File: src/rtl/multicycle_add_pkg.sv
// Shared types and helpers for the slice-serial adder sequencer.
package multicycle_add_pkg;

  // Sequencer states: waiting for operands, stepping slices, holding result.
  typedef enum logic [1:0] {
    IDLE = 2'd0,
    RUN  = 2'd1,
    DONE = 2'd2
  } add_state_t;

  // Width of the slice index. It is at least one bit so that NSL==1 still
  // yields a legal vector.
  function automatic int idx_width(input int nsl);
    return (nsl > 1) ? $clog2(nsl) : 1;
  endfunction

endpackage : multicycle_add_pkg

File: src/rtl/ripple_carry_adder.sv
// SIZE-bit ripple-carry adder. Cout exposes the carry out of every bit
// position, so Cout[SIZE-1] is the carry out of the whole slice.
module ripple_carry_adder #(
  parameter int SIZE = 8
) (
  input  logic [SIZE-1:0] A,
  input  logic [SIZE-1:0] B,
  input  logic            Cin,
  output logic [SIZE-1:0] S,
  output logic [SIZE-1:0] Cout
);

  // Bit-serial carry chain, evaluated LSB to MSB.
  always_comb begin
    logic c;
    // NOTE: every variable assigned in always_comb gets a default on entry;
    // a path that leaves one unassigned would infer a latch.
    S    = '0;
    Cout = '0;
    c    = Cin;
    for (int i = 0; i < SIZE; i++) begin
      S[i]    = A[i] ^ B[i] ^ c;
      Cout[i] = (A[i] & B[i]) | (c & (A[i] ^ B[i]));
      c       = Cout[i];
    end
  end

endmodule : ripple_carry_adder

File: src/rtl/multicycle_add_ctrl.sv
// Slice-serial WIDTH-bit adder. One SLICE-bit ripple_carry_adder is reused
// for WIDTH/SLICE cycles, LSB slice first. A registered carry links each
// slice to the next. Operands come in on a valid/ready handshake, and the
// sum/cout go out on another.
module multicycle_add_ctrl
  import multicycle_add_pkg::*;
#(
  parameter int WIDTH = 32,
  parameter int SLICE = 8
) (
  input  logic             clk,
  input  logic             rst_n,
  input  logic             in_valid,
  output logic             in_ready,
  input  logic [WIDTH-1:0] a,
  input  logic [WIDTH-1:0] b,
  input  logic             cin,
  output logic             out_valid,
  input  logic             out_ready,
  output logic [WIDTH-1:0] sum,
  output logic             cout,
  output logic             busy
);

  // Guard the divisor so a bad SLICE reaches the $error below instead of
  // failing on a division by zero.
  localparam int SLICE_SAFE = (SLICE >= 1) ? SLICE : 1;
  localparam bit PARAM_OK   = (SLICE >= 1) && (WIDTH >= SLICE) &&
                              ((WIDTH % SLICE_SAFE) == 0);
  localparam int NSL        = PARAM_OK ? (WIDTH / SLICE_SAFE) : 1;
  localparam int IDX_W      = idx_width(NSL);
  localparam logic [IDX_W-1:0] LAST_IDX = IDX_W'(NSL - 1);

  if (!PARAM_OK) begin : g_param_err
    $error("multicycle_add_ctrl: WIDTH (%0d) must be a non-zero multiple of SLICE (%0d)",
           WIDTH, SLICE);
  end

  add_state_t       state_q, state_d;
  logic [IDX_W-1:0] idx_q;
  logic             carry_q;
  logic [WIDTH-1:0] a_q, b_q;
  logic [WIDTH-1:0] sum_q;
  logic             cout_q;

  logic             accept;
  logic             in_run;
  logic             run_last;

  logic [SLICE-1:0] a_slice, b_slice, s_slice, c_vec;
  logic             slice_carry;
  logic             unused_low_carries;

  assign accept   = in_valid && (state_q == IDLE);
  assign in_run   = (state_q == RUN);
  assign run_last = in_run && (idx_q == LAST_IDX);

  // Select the operand slice for the current step. idx_q never exceeds
  // NSL-1, so the part-select always stays in range.
  assign a_slice = a_q[int'(idx_q) * SLICE +: SLICE];
  assign b_slice = b_q[int'(idx_q) * SLICE +: SLICE];

  ripple_carry_adder #(
    .SIZE (SLICE)
  ) u_rca (
    .A    (a_slice),
    .B    (b_slice),
    .Cin  (carry_q),
    .S    (s_slice),
    .Cout (c_vec)
  );

  // Only the carry out of the top bit of the slice continues the chain.
  assign slice_carry        = c_vec[SLICE-1];
  assign unused_low_carries = &{1'b0, c_vec};

  // State register.
  always_ff @(posedge clk or negedge rst_n) begin
    // NOTE: sequential state is assigned with <= so every register samples
    // the values from before the edge, independent of statement order.
    if (!rst_n) begin
      state_q <= IDLE;
    end else begin
      state_q <= state_d;
    end
  end

  // Next-state logic: accept -> step NSL slices -> hold until consumed.
  always_comb begin
    state_d = state_q;
    unique case (state_q)
      IDLE:    if (in_valid)  state_d = RUN;
      RUN:     if (run_last)  state_d = DONE;
      DONE:    if (out_ready) state_d = IDLE;
      default:                state_d = IDLE;
    endcase
  end

  // Handshake and status outputs decoded from the state.
  always_comb begin
    in_ready  = 1'b0;
    out_valid = 1'b0;
    busy      = 1'b0;
    unique case (state_q)
      IDLE:    in_ready = 1'b1;
      RUN:     busy     = 1'b1;
      DONE: begin
        out_valid = 1'b1;
        busy      = 1'b1;
      end
      default: ;
    endcase
  end

  // Operand capture on accept, so a and b are free to change afterwards.
  always_ff @(posedge clk) begin
    // NOTE: the operand registers are data only. Nothing reads them
    // outside RUN, and RUN is only reached through a load, so they are
    // left without a reset.
    if (accept) begin
      a_q <= a;
      b_q <= b;
    end
  end

  // Slice sequencing: carry chain, slice index, sum assembly and final cout.
  always_ff @(posedge clk or negedge rst_n) begin
    if (!rst_n) begin
      idx_q   <= '0;
      carry_q <= 1'b0;
      sum_q   <= '0;
      cout_q  <= 1'b0;
    end else if (accept) begin
      idx_q   <= '0;
      carry_q <= cin;
    end else if (in_run) begin
      sum_q[int'(idx_q) * SLICE +: SLICE] <= s_slice;
      carry_q                             <= slice_carry;
      if (idx_q == LAST_IDX) begin
        cout_q <= slice_carry;
      end else begin
        idx_q <= idx_q + 1'b1;
      end
    end
  end

  assign sum  = sum_q;
  assign cout = cout_q;

endmodule : multicycle_add_ctrl
File: config.mk
export PLATFORM = sky130hd
export DESIGN_NAME = multicycle_add_ctrl
export DESIGN_NICKNAME = d
export VERILOG_FILES = /design/src/rtl/multicycle_add_pkg.sv /design/src/rtl/ripple_carry_adder.sv /design/src/rtl/multicycle_add_ctrl.sv
export SDC_FILE = /design/constraint.sdc
export NUM_CORES = 1
export LEC_CHECK = 0
export ABC_AREA = 1
export BUFFER_PORTS_ARGS = -buffer_cell sky130_fd_sc_hd__buf_2
export CELL_PAD_IN_SITES_DETAIL_PLACEMENT = 1
export CELL_PAD_IN_SITES_GLOBAL_PLACEMENT = 2
export CORE_MARGIN = 8
export CORE_UTILIZATION = 37
export DETAILED_ROUTE_END_ITERATION = 10
export GPL_ROUTABILITY_DRIVEN = 0
export PLACE_DENSITY = 0.92
export SLEW_MARGIN = 20
export SYNTH_ARGS = -nofsm -noshare
export SYNTH_HDL_FRONTEND = slang
export SYNTH_HIERARCHICAL = 1
export SYNTH_SLANG_ARGS = --single-unit
export TNS_END_PERCENT = 30
File: constraint.sdc
create_clock -name clk -period 7.45 [get_ports clk]
set_input_delay 0 -clock clk [delete_from_list [all_inputs] [get_ports clk]]
set_output_delay 0 -clock clk [all_outputs]
set_load 0.02 [all_outputs]
==> reports/summary.md <==
The flow ran to the end, and the final reports show no timing, DRC or antenna violations. The number of antenna violations at the first check in global routing was 1. Across the VDD grid, the largest voltage drop is 0.000193 V. TritonCTS built the clock tree. The die covers 0.0160 sq mm. In the layout the commonest cells are nand2_1, buf_2, dlygate4sd3_1.

In the routed layout, each cell is associated on average with a via count of 4.81. The multi-input combinational cells in the finished layout cover a total of 0.00137 sq mm. The run gives 23 as the count of unique library cells instantiated by Yosys. Sequential cells were found to cover 63.4% of the synthesized design area. The sequential cell area in the final layout was 0.00287 sq mm.

Measured against the total synthesized area, the mux share comes to 0%. The run gives 8760 um as the final HPWL from detailed placement. Measured against its own limit, the worst slew margin works out to 27.0%.

The post-detailed-routing wire length is 14,300 um, and the peak fanout along the critical path is 70. Across the routed clock network, the largest skew measured is 0.0138 ns. Global routing finished with a remaining overflow of 0. The kind of critical path is flip-flop to flip-flop. The clock period could shrink to 5.69 ns. By area the synthesized netlist is led by edfxtp_1, dfrtp_1, nand2_1, o211ai_1, inv_1. The kind of capture point of the worst setup path is a flip-flop. The tools report the worst hold slack across all endpoints as 0.0122 ns. After synthesis the cells add up to 0.00453 sq mm. The clock tree synthesis step divided the H-tree into 3 levels.

For the number of pins with negative max-slew slack in the final report, the log shows 0. Across the run, the number of max-cap violations was 0. At the worst endpoint, the arrival time is 5.99 ns. The post-synthesis register bit count is 102.

The run gives 0 as the final count of negative-setup-slack endpoints. The clock root buffer was clkbuf_16. Summing the areas of all and, or, nand and nor instances in the mapped netlist gives 15.4% of the synthesized area. Entering global routing, the biggest net connects 71 pins. The die height is 127 um. Counting stages on the worst path, the most repeated cell is fa_1. The cell with the biggest individual delay on the critical path is inv_2.

The tools report the final standard cell count with taps included and fillers excluded as 723. After routing, the total negative slack on setup checks comes to 0 ns. For the number of buffers created by CTS, the log shows 9. Leaving out fill and tap cells, the most frequent cell in the layout is nand2_1.

Power per unit of standard cell area: 420 mW/mm^2. Summing the areas of all compound-gate instances in the mapped netlist gives 8.64% of the synthesized area. For the worst-skew pair, the clock arrives at the later sink with an insertion delay of 0.36 ns. The run gives 640 as the cell total after placement. For the final count of hold timing violations, the log shows 0. After synthesis, the largest family of logic cells by area is simple AND/OR/NAND/NOR gates.

Derived from the worst setup path, the maximum achievable clock frequency is 0.176 GHz. Counting along the longest clock path gives a buffer depth of 2. The CTS clock-pin slew for the worst setup and hold paths came out at 0.07 ns.

The count of fill cells added during filler insertion is 1,304, and the first-pass iteration count of the detailed router is 4. The XOR/XNOR share of the synthesized area was 0%; the first-pass GRT wire length was 22,400 um. The die width was 127 um; the combined global-route utilization of all metal layers was 18.4%. Once layout is complete, the utilization of the core stands at 51.6%. Clock tree synthesis found a total of 102 sinks. The critical path contains buffers and inverters numbering 2 combined. The number of nets in the synthesized netlist is 487. In the final routed layout, each cell accounts on average for 19.8 um. edfxtp_1 takes more of the synthesized area than any other cell. STA classifies the critical path startpoint as a flip-flop. The layout net count is 657. The share of cells above drive strength 1 was 26.4%. Traced cell by cell, the critical path runs through inv_2 -> nand2_1 -> o211ai_1 -> nand2_1 -> fa_1 -> fa_1 -> fa_1 -> fa_1 -> fa_1 -> fa_1 -> fa_1 -> fa_1 -> nand2_1 -> inv_1 -> nand2_1 -> nand2_1. The share of the clock period used by the worst path came out at 76.4%. After technology mapping, the gate count stands at 400. The placeable core region was 0.0120 sq mm. The dominant delay contributor by cell family on the critical path was adder cells. The run gives 6 as the number of warning messages in the yosys log.

The tools report the via count of the first global-routing pass as 3,973. The area share of the largest cell type after synthesis is 42.4%, and the DRC marker count from the first detailed-route iteration is 222. From synthesis to final layout, the design area changed by 36.3%.

Leakage power: 2.98 nW. At the worst endpoint, the required time is 7.75 ns. The number of standard-cell rows in the floorplan is 40, and the number of port buffers is 104. The min-delay analysis places its worst path in the category input port to flip-flop. The total via count after detailed routing came out at 3,475. Setup repair after global routing left no endpoint under its margin. Timing analysis after detailed placement gives a worst setup slack of 1.84 ns. The mean area per synthesized cell was 11.3 sq um; the longest individual stage delay on the worst path was 0.88 ns. Total DRC errors in the routed layout: 0. For this configuration, the core starts out at a cell density of 37.9%. Of the total synthesized cell area, the portion taken by full adders, half adders and majority gates is 6.30%. The antenna violation net count after detailed routing came out at 0. The least setup slack across all paths after layout came out at 1.76 ns. At the pin with the least slew margin, the transition time is 1.09 ns. Number of ports placed on the die boundary: 105.
## final cells by class
type / count / share of cell area (%)
Clock buffer: 9 / 3.65
Timing Repair Buffer: 171 / 19.3
Tap cell: 147 / 2.98
Clock inverter: 7 / 2.03
Antenna cell: 1 / 0.0405
Sequential cell: 102 / 46.5
Multi-Input combinational cell: 232 / 22.2
Inverter: 54 / 3.28
## kinds of logic after synthesis
group                    count (synthesis)
AND/OR/NAND/NOR                        163
AO/OA/AOI/OAI                           51
flip-flops                             102
buffers and inverters                   66
adder cells (fa/ha/maj)                 18
## sequential cells by signal, indices dropped and copies added (netlist names)
signal	flops
carry_q	1
b_q	32
a_q	32
cout	1
idx_q	2
sum	32
state_q	2
## where the power goes
group	leakage, nW	internal [W]	switching, W	total [W]
Sequential	1.12	0.000780	0.0000999	0.000880
Combinational	1.69	0.000377	0.000772	0.00115
Clock	0.171	0.000333	0.000233	0.000566
## worst paths after layout
check,endpoint,cells after the start,slack (ns),startpoint
worst max-delay path,sum[31],16,1.76,idx_q[0]
worst min-delay path,idx_q[0],4,0.01,in_valid
worst max register to register,sum[31],16,1.76,idx_q[0]
worst min register to register,cout,2,0.48,cout
max in group asynchronous,sum[5],2,6.61,rst_n
min in group asynchronous,sum[28],2,0.30,rst_n
## synthesized netlist by cell type
cell type  instances
nor2_4             2
o211ai_1          32
edfxtp_1          64
buf_2              5
a21oi_1            1
buf_6              3
clkbuf_1           2
inv_2              5
nand2_1          133
nor2_2             1
nand3_1           12
dfrtp_1           38
nand2_2            2
o21ai_2           15
nor3_4             1
nand2_4            4
inv_1             49
o21ai_0            3
ha_1              10
nand4_1            2
nor2_1             6
fa_1               8
buf_4              2
## timing repair
action	CTS	global route
resized for setup	0	0
buffers inserted	0	0
hold buffers	66	0
setup endpoints to repair	0	0
hold endpoints to repair	103	0
## per-layer routing
metal	part of all wire, %	track usage [%]	routed length (um)	up-vias
li1	-	-	-	1657
met1	42	21.1	6020	1667
met2	49	31.0	6950	130
met3	7.0	7.00	1010	21
met4	2.3	6.16	326	0
met5	0	0	0	-
## tightest hold or removal path, stage by stage
cell     delay [ns]
buf_2          0.09
nand2_1        0.10
o21ai_0        0.10
nor2_1         0.05
## metrics by stage
step | area [sq um] | total power (W)
3_5_place_dp | 5160 | 0.00202
5_1_grt | 6170 | 0.00277
6_report | 6170 | 0.00260
2_1_floorplan | 4530 | 0.00164
4_1_cts | 6170 | 0.00261
3_3_place_gp | 5160 | 0.00197
(Power assumes the default switching activity.)
